$ cat src/rtl/riscv_mem_arbiter_pkg.sv
// -----------------------------------------------------------------------------
// riscv_mem_arbiter_pkg
// Shared types for the imem/dmem memory-port arbiter: the arbiter FSM state,
// the grant encoding, default bus widths and a small grant helper.
// -----------------------------------------------------------------------------
package riscv_mem_arbiter_pkg;

  localparam int ARB_ADDR_W = 32;
  localparam int ARB_DATA_W = 32;

  typedef enum logic [1:0] {
    ARB_IDLE   = 2'd0,
    ARB_SETUP  = 2'd1,
    ARB_ACCESS = 2'd2
  } arb_state_t;

  typedef enum logic {
    GNT_IMEM = 1'b0,
    GNT_DMEM = 1'b1
  } gnt_t;

  // The requester that is not g; used to break ties away from the last winner.
  function automatic gnt_t other_gnt(input gnt_t g);
    gnt_t r;
    if (g == GNT_IMEM) begin
      r = GNT_DMEM;
    end else begin
      r = GNT_IMEM;
    end
    return r;
  endfunction

endpackage

$ cat src/rtl/riscv_mem_arbiter_if.sv
// -----------------------------------------------------------------------------
// riscv_mem_arbiter_if
// One APB link. The requester side uses modport master (drives psel, penable,
// paddr, pwrite, pwdata; receives pready, prdata); the completer side uses
// modport slave.
// -----------------------------------------------------------------------------
interface riscv_mem_arbiter_if #(
  parameter int ADDR_W = 32,
  parameter int DATA_W = 32
);
  logic              psel;
  logic              penable;
  logic [ADDR_W-1:0] paddr;
  logic              pwrite;
  logic [DATA_W-1:0] pwdata;
  logic              pready;
  logic [DATA_W-1:0] prdata;

  modport master (output psel, penable, paddr, pwrite, pwdata,
                  input  pready, prdata);
  modport slave  (input  psel, penable, paddr, pwrite, pwdata,
                  output pready, prdata);
endinterface

$ cat src/rtl/riscv_mem_arbiter_pick.sv
// -----------------------------------------------------------------------------
// riscv_arb_pick
// Combinational winner selection between the fetch and load/store requesters.
//   imem_req, dmem_req : pending requests (psel)
//   last_gnt           : requester served most recently (used for round-robin)
//   gnt                : chosen requester
//   gnt_vld            : at least one request pending
// Build option RISCV_MEM_ARB_RR_EN: ties alternate away from last_gnt.
// Default: ties go to dmem (fixed priority).
// -----------------------------------------------------------------------------
module riscv_arb_pick
  import riscv_mem_arbiter_pkg::*;
(
  input  logic imem_req,
  input  logic dmem_req,
  input  gnt_t last_gnt,
  output gnt_t gnt,
  output logic gnt_vld
);

`ifdef RISCV_MEM_ARB_RR_EN
  // Round-robin choice: a tie goes to whoever was not served last.
  always_comb begin
    gnt = GNT_DMEM;
    if (imem_req && dmem_req) begin
      gnt = other_gnt(last_gnt);
    end else if (imem_req) begin
      gnt = GNT_IMEM;
    end else begin
      gnt = GNT_DMEM;
    end
  end
`else
  logic unused_last_gnt_s;
  assign unused_last_gnt_s = last_gnt;

  // Fixed priority: load/store always wins a tie.
  always_comb begin
    gnt = GNT_DMEM;
    if (dmem_req) begin
      gnt = GNT_DMEM;
    end else if (imem_req) begin
      gnt = GNT_IMEM;
    end else begin
      gnt = GNT_DMEM;
    end
  end
`endif

  assign gnt_vld = imem_req | dmem_req;

endmodule

$ cat src/rtl/riscv_mem_arbiter.sv
// -----------------------------------------------------------------------------
// riscv_mem_arbiter
// Shares one APB memory port between the fetch (imem) and load/store (dmem)
// requesters, one transfer at a time.
//   clk    : clock, rising edge
//   reset  : synchronous reset, active low
//   imem   : APB completer toward riscv_fetch      (slave modport)
//   dmem   : APB completer toward riscv_dmem       (slave modport)
//   mem    : APB requester toward unified memory  (master modport)
// Build option RISCV_MEM_ARB_RR_EN: round-robin on ties (adds a last_gnt flop);
// otherwise dmem has fixed priority.
// Each transfer is IDLE -> SETUP -> ACCESS; the winner's addr/write/wdata are
// captured in IDLE and held until the next IDLE. Completion toward the
// requester is combinational from mem.pready during ACCESS.
// -----------------------------------------------------------------------------
module riscv_mem_arbiter
  import riscv_mem_arbiter_pkg::*;
#(
  parameter int ADDR_W = ARB_ADDR_W,
  parameter int DATA_W = ARB_DATA_W
) (
  input  logic                 clk,
  input  logic                 reset,
  riscv_mem_arbiter_if.slave   imem,
  riscv_mem_arbiter_if.slave   dmem,
  riscv_mem_arbiter_if.master  mem
);

  arb_state_t        state_r;
  arb_state_t        state_s;
  gnt_t              gnt_r;
  gnt_t              last_gnt_s;
  gnt_t              pick_gnt_s;
  logic              pick_vld_s;
  logic [ADDR_W-1:0] paddr_r;
  logic              pwrite_r;
  logic [DATA_W-1:0] pwdata_r;
  logic [ADDR_W-1:0] sel_paddr_s;
  logic              sel_pwrite_s;
  logic [DATA_W-1:0] sel_pwdata_s;
  logic              done_s;
  logic              unused_penable_s;

  // penable from the requesters carries no information here: psel alone marks a request.
  assign unused_penable_s = imem.penable ^ dmem.penable;

  riscv_arb_pick u_pick (
    .imem_req (imem.psel),
    .dmem_req (dmem.psel),
    .last_gnt (last_gnt_s),
    .gnt      (pick_gnt_s),
    .gnt_vld  (pick_vld_s)
  );

  // Completion is gated by reset so an abandoned transfer never reports ready.
  assign done_s = (state_r == ARB_ACCESS) & mem.pready & reset;

`ifdef RISCV_MEM_ARB_RR_EN
  gnt_t last_gnt_r;

  // Remember who finished last so the next tie goes the other way.
  always_ff @(posedge clk) begin
    if (!reset) begin
      last_gnt_r <= GNT_IMEM;
    end else if (done_s) begin
      last_gnt_r <= gnt_r;
    end else begin
      last_gnt_r <= last_gnt_r;
    end
  end

  assign last_gnt_s = last_gnt_r;
`else
  assign last_gnt_s = GNT_IMEM;
`endif

  // Mux the winning requester's transfer fields for capture.
  always_comb begin
    sel_paddr_s  = imem.paddr;
    sel_pwrite_s = imem.pwrite;
    sel_pwdata_s = imem.pwdata;
    if (pick_gnt_s == GNT_DMEM) begin
      sel_paddr_s  = dmem.paddr;
      sel_pwrite_s = dmem.pwrite;
      sel_pwdata_s = dmem.pwdata;
    end else begin
      sel_paddr_s  = imem.paddr;
      sel_pwrite_s = imem.pwrite;
      sel_pwdata_s = imem.pwdata;
    end
  end

  // Next-state logic for the APB phase sequence.
  always_comb begin
    state_s = state_r;
    case (state_r)
      ARB_IDLE: begin
        if (pick_vld_s) begin
          state_s = ARB_SETUP;
        end else begin
          state_s = ARB_IDLE;
        end
      end
      ARB_SETUP: begin
        state_s = ARB_ACCESS;
      end
      ARB_ACCESS: begin
        if (mem.pready) begin
          state_s = ARB_IDLE;
        end else begin
          state_s = ARB_ACCESS;
        end
      end
      default: begin
        state_s = ARB_IDLE;
      end
    endcase
  end

  // State register plus grant/field capture, taken only when leaving IDLE.
  always_ff @(posedge clk) begin
    if (!reset) begin
      state_r  <= ARB_IDLE;
      gnt_r    <= GNT_DMEM;
      paddr_r  <= {ADDR_W{1'b0}};
      pwrite_r <= 1'b0;
      pwdata_r <= {DATA_W{1'b0}};
    end else begin
      state_r <= state_s;
      if ((state_r == ARB_IDLE) && pick_vld_s) begin
        gnt_r    <= pick_gnt_s;
        paddr_r  <= sel_paddr_s;
        pwrite_r <= sel_pwrite_s;
        pwdata_r <= sel_pwdata_s;
      end else begin
        gnt_r    <= gnt_r;
        paddr_r  <= paddr_r;
        pwrite_r <= pwrite_r;
        pwdata_r <= pwdata_r;
      end
    end
  end

  assign mem.psel    = (state_r != ARB_IDLE);
  assign mem.penable = (state_r == ARB_ACCESS);
  assign mem.paddr   = paddr_r;
  assign mem.pwrite  = pwrite_r;
  assign mem.pwdata  = pwdata_r;

  assign imem.pready = done_s & (gnt_r == GNT_IMEM);
  assign dmem.pready = done_s & (gnt_r == GNT_DMEM);
  assign imem.prdata = imem.pready ? mem.prdata : {DATA_W{1'b0}};
  assign dmem.prdata = dmem.pready ? mem.prdata : {DATA_W{1'b0}};

endmodule
$ cat src/flat_wrapper.sv
// flat-port wrapper written by rule: the top's interface ports become plain ports
module riscv_mem_arbiter_flat import riscv_mem_arbiter_pkg::*;
#(
  parameter int ADDR_W = ARB_ADDR_W,
  parameter int DATA_W = ARB_DATA_W
)
  (clk, reset, imem_psel, imem_penable, imem_paddr, imem_pwrite, imem_pwdata, imem_pready, imem_prdata, dmem_psel, dmem_penable, dmem_paddr, dmem_pwrite, dmem_pwdata, dmem_pready, dmem_prdata, mem_psel, mem_penable, mem_paddr, mem_pwrite, mem_pwdata, mem_pready, mem_prdata);
  riscv_mem_arbiter_if #(.ADDR_W(ADDR_W), .DATA_W(DATA_W)) imem_i ();
  riscv_mem_arbiter_if #(.ADDR_W(ADDR_W), .DATA_W(DATA_W)) dmem_i ();
  riscv_mem_arbiter_if #(.ADDR_W(ADDR_W), .DATA_W(DATA_W)) mem_i ();
  input  logic clk;
  input  logic reset;
  input wire logic [$bits(imem_i.psel)-1:0] imem_psel;
  input wire logic [$bits(imem_i.penable)-1:0] imem_penable;
  input wire logic [$bits(imem_i.paddr)-1:0] imem_paddr;
  input wire logic [$bits(imem_i.pwrite)-1:0] imem_pwrite;
  input wire logic [$bits(imem_i.pwdata)-1:0] imem_pwdata;
  output wire logic [$bits(imem_i.pready)-1:0] imem_pready;
  output wire logic [$bits(imem_i.prdata)-1:0] imem_prdata;
  input wire logic [$bits(dmem_i.psel)-1:0] dmem_psel;
  input wire logic [$bits(dmem_i.penable)-1:0] dmem_penable;
  input wire logic [$bits(dmem_i.paddr)-1:0] dmem_paddr;
  input wire logic [$bits(dmem_i.pwrite)-1:0] dmem_pwrite;
  input wire logic [$bits(dmem_i.pwdata)-1:0] dmem_pwdata;
  output wire logic [$bits(dmem_i.pready)-1:0] dmem_pready;
  output wire logic [$bits(dmem_i.prdata)-1:0] dmem_prdata;
  output wire logic [$bits(mem_i.psel)-1:0] mem_psel;
  output wire logic [$bits(mem_i.penable)-1:0] mem_penable;
  output wire logic [$bits(mem_i.paddr)-1:0] mem_paddr;
  output wire logic [$bits(mem_i.pwrite)-1:0] mem_pwrite;
  output wire logic [$bits(mem_i.pwdata)-1:0] mem_pwdata;
  input wire logic [$bits(mem_i.pready)-1:0] mem_pready;
  input wire logic [$bits(mem_i.prdata)-1:0] mem_prdata;
  assign imem_i.psel = imem_psel;
  assign imem_i.penable = imem_penable;
  assign imem_i.paddr = imem_paddr;
  assign imem_i.pwrite = imem_pwrite;
  assign imem_i.pwdata = imem_pwdata;
  assign imem_pready = imem_i.pready;
  assign imem_prdata = imem_i.prdata;
  assign dmem_i.psel = dmem_psel;
  assign dmem_i.penable = dmem_penable;
  assign dmem_i.paddr = dmem_paddr;
  assign dmem_i.pwrite = dmem_pwrite;
  assign dmem_i.pwdata = dmem_pwdata;
  assign dmem_pready = dmem_i.pready;
  assign dmem_prdata = dmem_i.prdata;
  assign mem_psel = mem_i.psel;
  assign mem_penable = mem_i.penable;
  assign mem_paddr = mem_i.paddr;
  assign mem_pwrite = mem_i.pwrite;
  assign mem_pwdata = mem_i.pwdata;
  assign mem_i.pready = mem_pready;
  assign mem_i.prdata = mem_prdata;
  riscv_mem_arbiter #(.ADDR_W(ADDR_W), .DATA_W(DATA_W)) u_core (.clk(clk), .reset(reset), .imem(imem_i), .dmem(dmem_i), .mem(mem_i));
endmodule
$ cat config.mk
export PLATFORM = sky130hd
export DESIGN_NAME = riscv_mem_arbiter_flat
export DESIGN_NICKNAME = d
export VERILOG_FILES = /design/src/rtl/riscv_mem_arbiter_pkg.sv /design/src/rtl/riscv_mem_arbiter_if.sv /design/src/rtl/riscv_mem_arbiter_pick.sv /design/src/rtl/riscv_mem_arbiter.sv /design/src/flat_wrapper.sv
export SDC_FILE = /design/constraint.sdc
export NUM_CORES = 1
export LEC_CHECK = 0
export CAP_MARGIN = 10
export CORE_AREA = 2 2 117 119
export DETAILED_ROUTE_END_ITERATION = 8
export DIE_AREA = 0 0 119 121
export DONT_BUFFER_PORTS = 1
export GPL_TIMING_DRIVEN = 0
export SLEW_MARGIN = 15
export SYNTH_ARGS = -nofsm -noshare
export SYNTH_HDL_FRONTEND = slang
export SYNTH_SLANG_ARGS = --single-unit
$ cat constraint.sdc
create_clock -name clk -period 3.7 [get_ports clk]
set_input_delay 0.185 -clock clk [delete_from_list [all_inputs] [get_ports clk]]
set_output_delay 0.185 -clock clk [all_outputs]
set_load 0.01 [all_outputs]
### After elaboration in Yosys (flattened, before gate mapping)

Index checks and enable logic that the tools add are counted.

| storage, ports and cells | value |
|---|---|
| input bits | 169 |
| output and inout port bits | 133 |
| flip-flop bits (word level) | 68 |

| operators by class | value |
|---|---|
| bitwise operators | 6 |
| reduce and logical (&&, ||, !) cells | 3 |
| equal/unequal tests | 2 |
| mux-type cells | 10 |

Operator list:

| kind | count |
|---|---|
| $mux W32 | 4 |
| $pmux W2 S3 | 1 |
| $and A1 B1 Y1 | 4 |
| $mux W1 | 4 |
| $eq A2 B1 Y1 const B | 1 |
| $eq A2 B2 Y1 const B | 1 |
| $logic_not A2 Y1 | 1 |
| $mux W2 | 1 |
| $reduce_bool A2 Y1 | 1 |
| $logic_and A1 B1 Y1 | 1 |
| $not A1 Y1 | 1 |
| $or A1 B1 Y1 | 1 |

### Longest topological paths before layout

| depth | value |
|---|---|
| depth in word-level cells | 5 |
| gate-level depth with buffers | 6 |
| mapped depth without buffers | 3 |

### Cells and area by module

From an unflattened synthesis, not the netlist that was laid out.

| unflattened totals | value |
|---|---|
| cells, all modules | 420 |
| area total of the unflattened synthesis | 3701.0 µm² |

By module, submodules not included:

| module | instances | cells each | area an instance (µm²) |
|---|---|---|---|
| riscv_mem_arbiter | 1 | 418 | 3688.5 |
| riscv_arb_pick | 1 | 2 | 12.5 |

### Worst setup path before layout

Ideal clock, no wire load.

| timing | value |
|---|---|
| path kind | reg2out |
| start | register u_core.state_r[1] |
| end | output imem_prdata[22] |
| stages on the path, launching flop included | 5 |
| path slack | 2.307 ns |
| arrival time | 1.208 ns |
| cells stage by stage | dfxtp_1 -> nand3_1 -> nor3_2 -> clkbuf_1 -> and2_1 |

| between the ends | value |
|---|---|
| longest elaborated chain between the ends | 5 |

RTL lines:

| what | line | RTL |
|---|---|---|
| start, declared | riscv_mem_arbiter.sv:29 | `arb_state_t state_r;` |
| start signal, assigned | riscv_mem_arbiter.sv:129 | `state_r <= state_s;` |
| $eq A2 B2 Y1 | riscv_mem_arbiter.sv:56 | `assign done_s = (state_r == ARB_ACCESS) & mem.pready & reset;` |
| $and A1 B1 Y1 (2 in a row) | riscv_mem_arbiter.sv:56 |  |
| $and A1 B1 Y1 | riscv_mem_arbiter.sv:150 | `assign imem.pready = done_s & (gnt_r == GNT_IMEM);` |
| via imem_pready | flat_wrapper.sv:18 | `output wire logic [$bits(imem_i.pready)-1:0] imem_pready;` |
| $mux W32 | riscv_mem_arbiter.sv:152 | `assign imem.prdata = imem.pready ? mem.prdata : {DATA_W{1'b0}};` |
| end, declared | flat_wrapper.sv:19 | `output wire logic [$bits(imem_i.prdata)-1:0] imem_prdata;` |

The timed path passes the listed nets, and every way through them passes these cells.

### Final worst setup path

| timing | value |
|---|---|
| start | register u_core.state_r[0] |
| end | register u_core.paddr_r[23] (netlist: u_core.mem.paddr[23]) |

| between the ends | value |
|---|---|
| longest elaborated chain between the ends | 2 |

RTL lines:

| what | line | RTL |
|---|---|---|
| $logic_not A2 Y1 | riscv_mem_arbiter.sv:130 | `if ((state_r == ARB_IDLE) && pick_vld_s) begin` |
| $logic_and A1 B1 Y1 | riscv_mem_arbiter.sv:130 |  |
| end signal, assigned | riscv_mem_arbiter.sv:125 | `paddr_r <= {ADDR_W{1'b0}};` |
| end signal, assigned | riscv_mem_arbiter.sv:132 | `paddr_r <= sel_paddr_s;` |
| end signal, assigned | riscv_mem_arbiter.sv:137 | `paddr_r <= paddr_r;` |
| end, declared | riscv_mem_arbiter.sv:35 | `logic [ADDR_W-1:0] paddr_r;` |

Every way passes these cells.
A chain may end at the register's enable or synchronous reset.

==> reports/qor.yml <==
run_status: "finished, final reports clean"
drive_gt1_share_pct: 19.0
die_w_um: 119
diodes: 0
clk_latency_ps: 330
end_kind: "flip-flop"
dr.pass1.iters: 4
row_count: 42
hold_ws_ps: 11.8
grt.total_usage_pct: 19.1
tightest_slew_ps: 765
place.gp.congestion: 0.923
port_buffers: 0
max_slew_margin_pct: 49.0
final_common_cell: "nand2_1"
initialDrtViolationCount: 211
cp_data_arrival_time_ps: 2390
htreeDepth: 3
antenna_left: 0
grt_max_degree: 13
cts_max_path_buffers: 2
worstHoldPathType: "in -> reg"
worst-path-max-fanout: 10
wl_um: 14300
path_class: "reg -> reg"
antenna_found_initial: 0
place_ws_ps: 1980
max_freq_ghz: 0.475
syn_to_final_growth_pct: 16.3
rsz0062_at_grt: "false"
post-route-util_pct: 34.1
start_util_pct: 29.3
post_drt_via_cell_ratio: 5.50
avgSynthCellArea_um2: 8.37
p_leak_nw: 1.63
tns_ps: 0
final_cell_mix: "nand2_1, dfxtp_1, a21oi_1"
drc: 0
grt_first_pass_wirelength_um: 20700
final_max_slew_viol_count: 0
cts_num_sinks: 68
gr-total-overflow: 0
nets: 649
clk_pin_slew_ps: 60
cts_buffers: 9
ir_drop_uv: 202
cts_resized: 0
ys_ff_latch: 68
synthCells: 458
dp_hpwl_um: 11200
cts_tree: "yes"
synth_area_mm2: 0.00383
root_buffer: "clkbuf_16"
fill_cells: 1389
io_pins: 302
yosysWarnings: 0
setup_violations: 0
vias: 3633
design.core.area_mm2: 0.0131
period_minus_slack_ps: 2100
synth_seq_area_share_pct: 35.5
cp-start-kind: "flip-flop"
cap_violations: 0
final_hold_viol_count: 0
worstPathRequired_ps: 3980
setup_ws_ps: 1600
power_density_mw_per_mm2: 497
wl_per_cell_um: 21.6
grt_pass1_vias: 3551
die_area_mm2: 0.0144
skew_ps: 5.81
synth_nets: 627
synth_cell_types: 21
post-route-period-util_pct: 56.9
die_h_um: 121
-- synthesized netlist by cell type --
library cell	count	share of area, %
nor3b_2	1	0.33
buf_6	6	1.8
and3_1	1	0.16
dfxtp_1	68	36
buf_4	4	0.78
and2_4	1	0.23
buf_2	12	1.6
nor2_4	1	0.29
a311oi_1	15	3.4
a221o_1	1	0.26
clkbuf_1	27	2.6
nand2b_1	3	0.49
or2_0	1	0.16
nor2b_1	2	0.33
nand3_1	1	0.13
nand2_1	131	13
a311oi_2	50	20
nor3_2	1	0.26
and2_1	64	10
a21oi_1	66	8.6
inv_1	2	0.20
-- worst paths after layout --
path / start / to / slack (ps) / cells after the start
setup / recovery: u_core.state_r[0] / u_core.mem.paddr[23] / 1600 / 5
hold reg to reg: u_core.mem.paddr[13] / u_core.mem.paddr[13] / 570 / 2
hold / removal: dmem_paddr[31] / u_core.mem.paddr[31] / 10 / 2
setup reg to reg: u_core.state_r[0] / u_core.mem.paddr[23] / 1600 / 5
-- area by class of cell --
cell class / count / area (µm²) / area share [%]
multi-input combinational: 339 / 2210 / 49.5
sequential: 68 / 1360 / 30.5
buffer: 49 / 259 / 5.81
clock buffer: 9 / 225 / 5.05
tap: 176 / 220 / 4.94
timing repair buffer: 11 / 110 / 2.47
clock inverter: 7 / 67.6 / 1.52
inverter: 2 / 7.51 / 0.168
-- routing by layer --
metal | GRT usage [%] | part of all wire (%) | up-vias
met4 | 7.89 | 3.0 | 0
met2 | 34.8 | 52 | 222
met1 | 19.7 | 36 | 1738
li1 | - | - | 1650
met3 | 7.00 | 9.1 | 23
met5 | 0 | 0 | -
-- cell families after synthesis --
group	share of synthesized area, %
AOI/OAI and AO/OA	31.9
buffers and inverters	6.95
DFF	35.5
and+or+nand+nor	25.7
-- state kept, by name, indices dropped and copies added (netlist names) --
name               cells
u_core.mem.pwrite      1
u_core.gnt_r           1
u_core.mem.pwdata     32
u_core.mem.paddr      32
u_core.state_r         2
-- per-stage QoR --
step           instances  power, mW  area [µm²]
3_3_place_gp         634       1.35        4050
5_1_grt              661       2.33        4460
3_5_place_dp         634       1.37        4050
6_report             661       2.21        4460
4_1_cts              661       2.24        4460
2_1_floorplan        458       1.26        3830
-- power by group --
part / internal (mW) / switching, mW
clock network: 0.518 / 0.335
registers: 0.824 / 0.113
logic: 0.173 / 0.251
total: 1.52 / 0.700
-- repair_timing --
action / in CTS / in global routing
hold buffers: 11 / 0
setup buffers: 0 / 0
hold endpoints to repair: 8 / 0
setup endpoints to repair: 0 / 0
-- worst max-delay path, cell delays in order (launching register included) --
cell	delay [ps]
dfxtp_1	380
nor2_4	290
clkbuf_1	440
a21oi_1	130
a311oi_1	240
dlygate4sd3_1	570
Power figures use the tool's default switching activity.
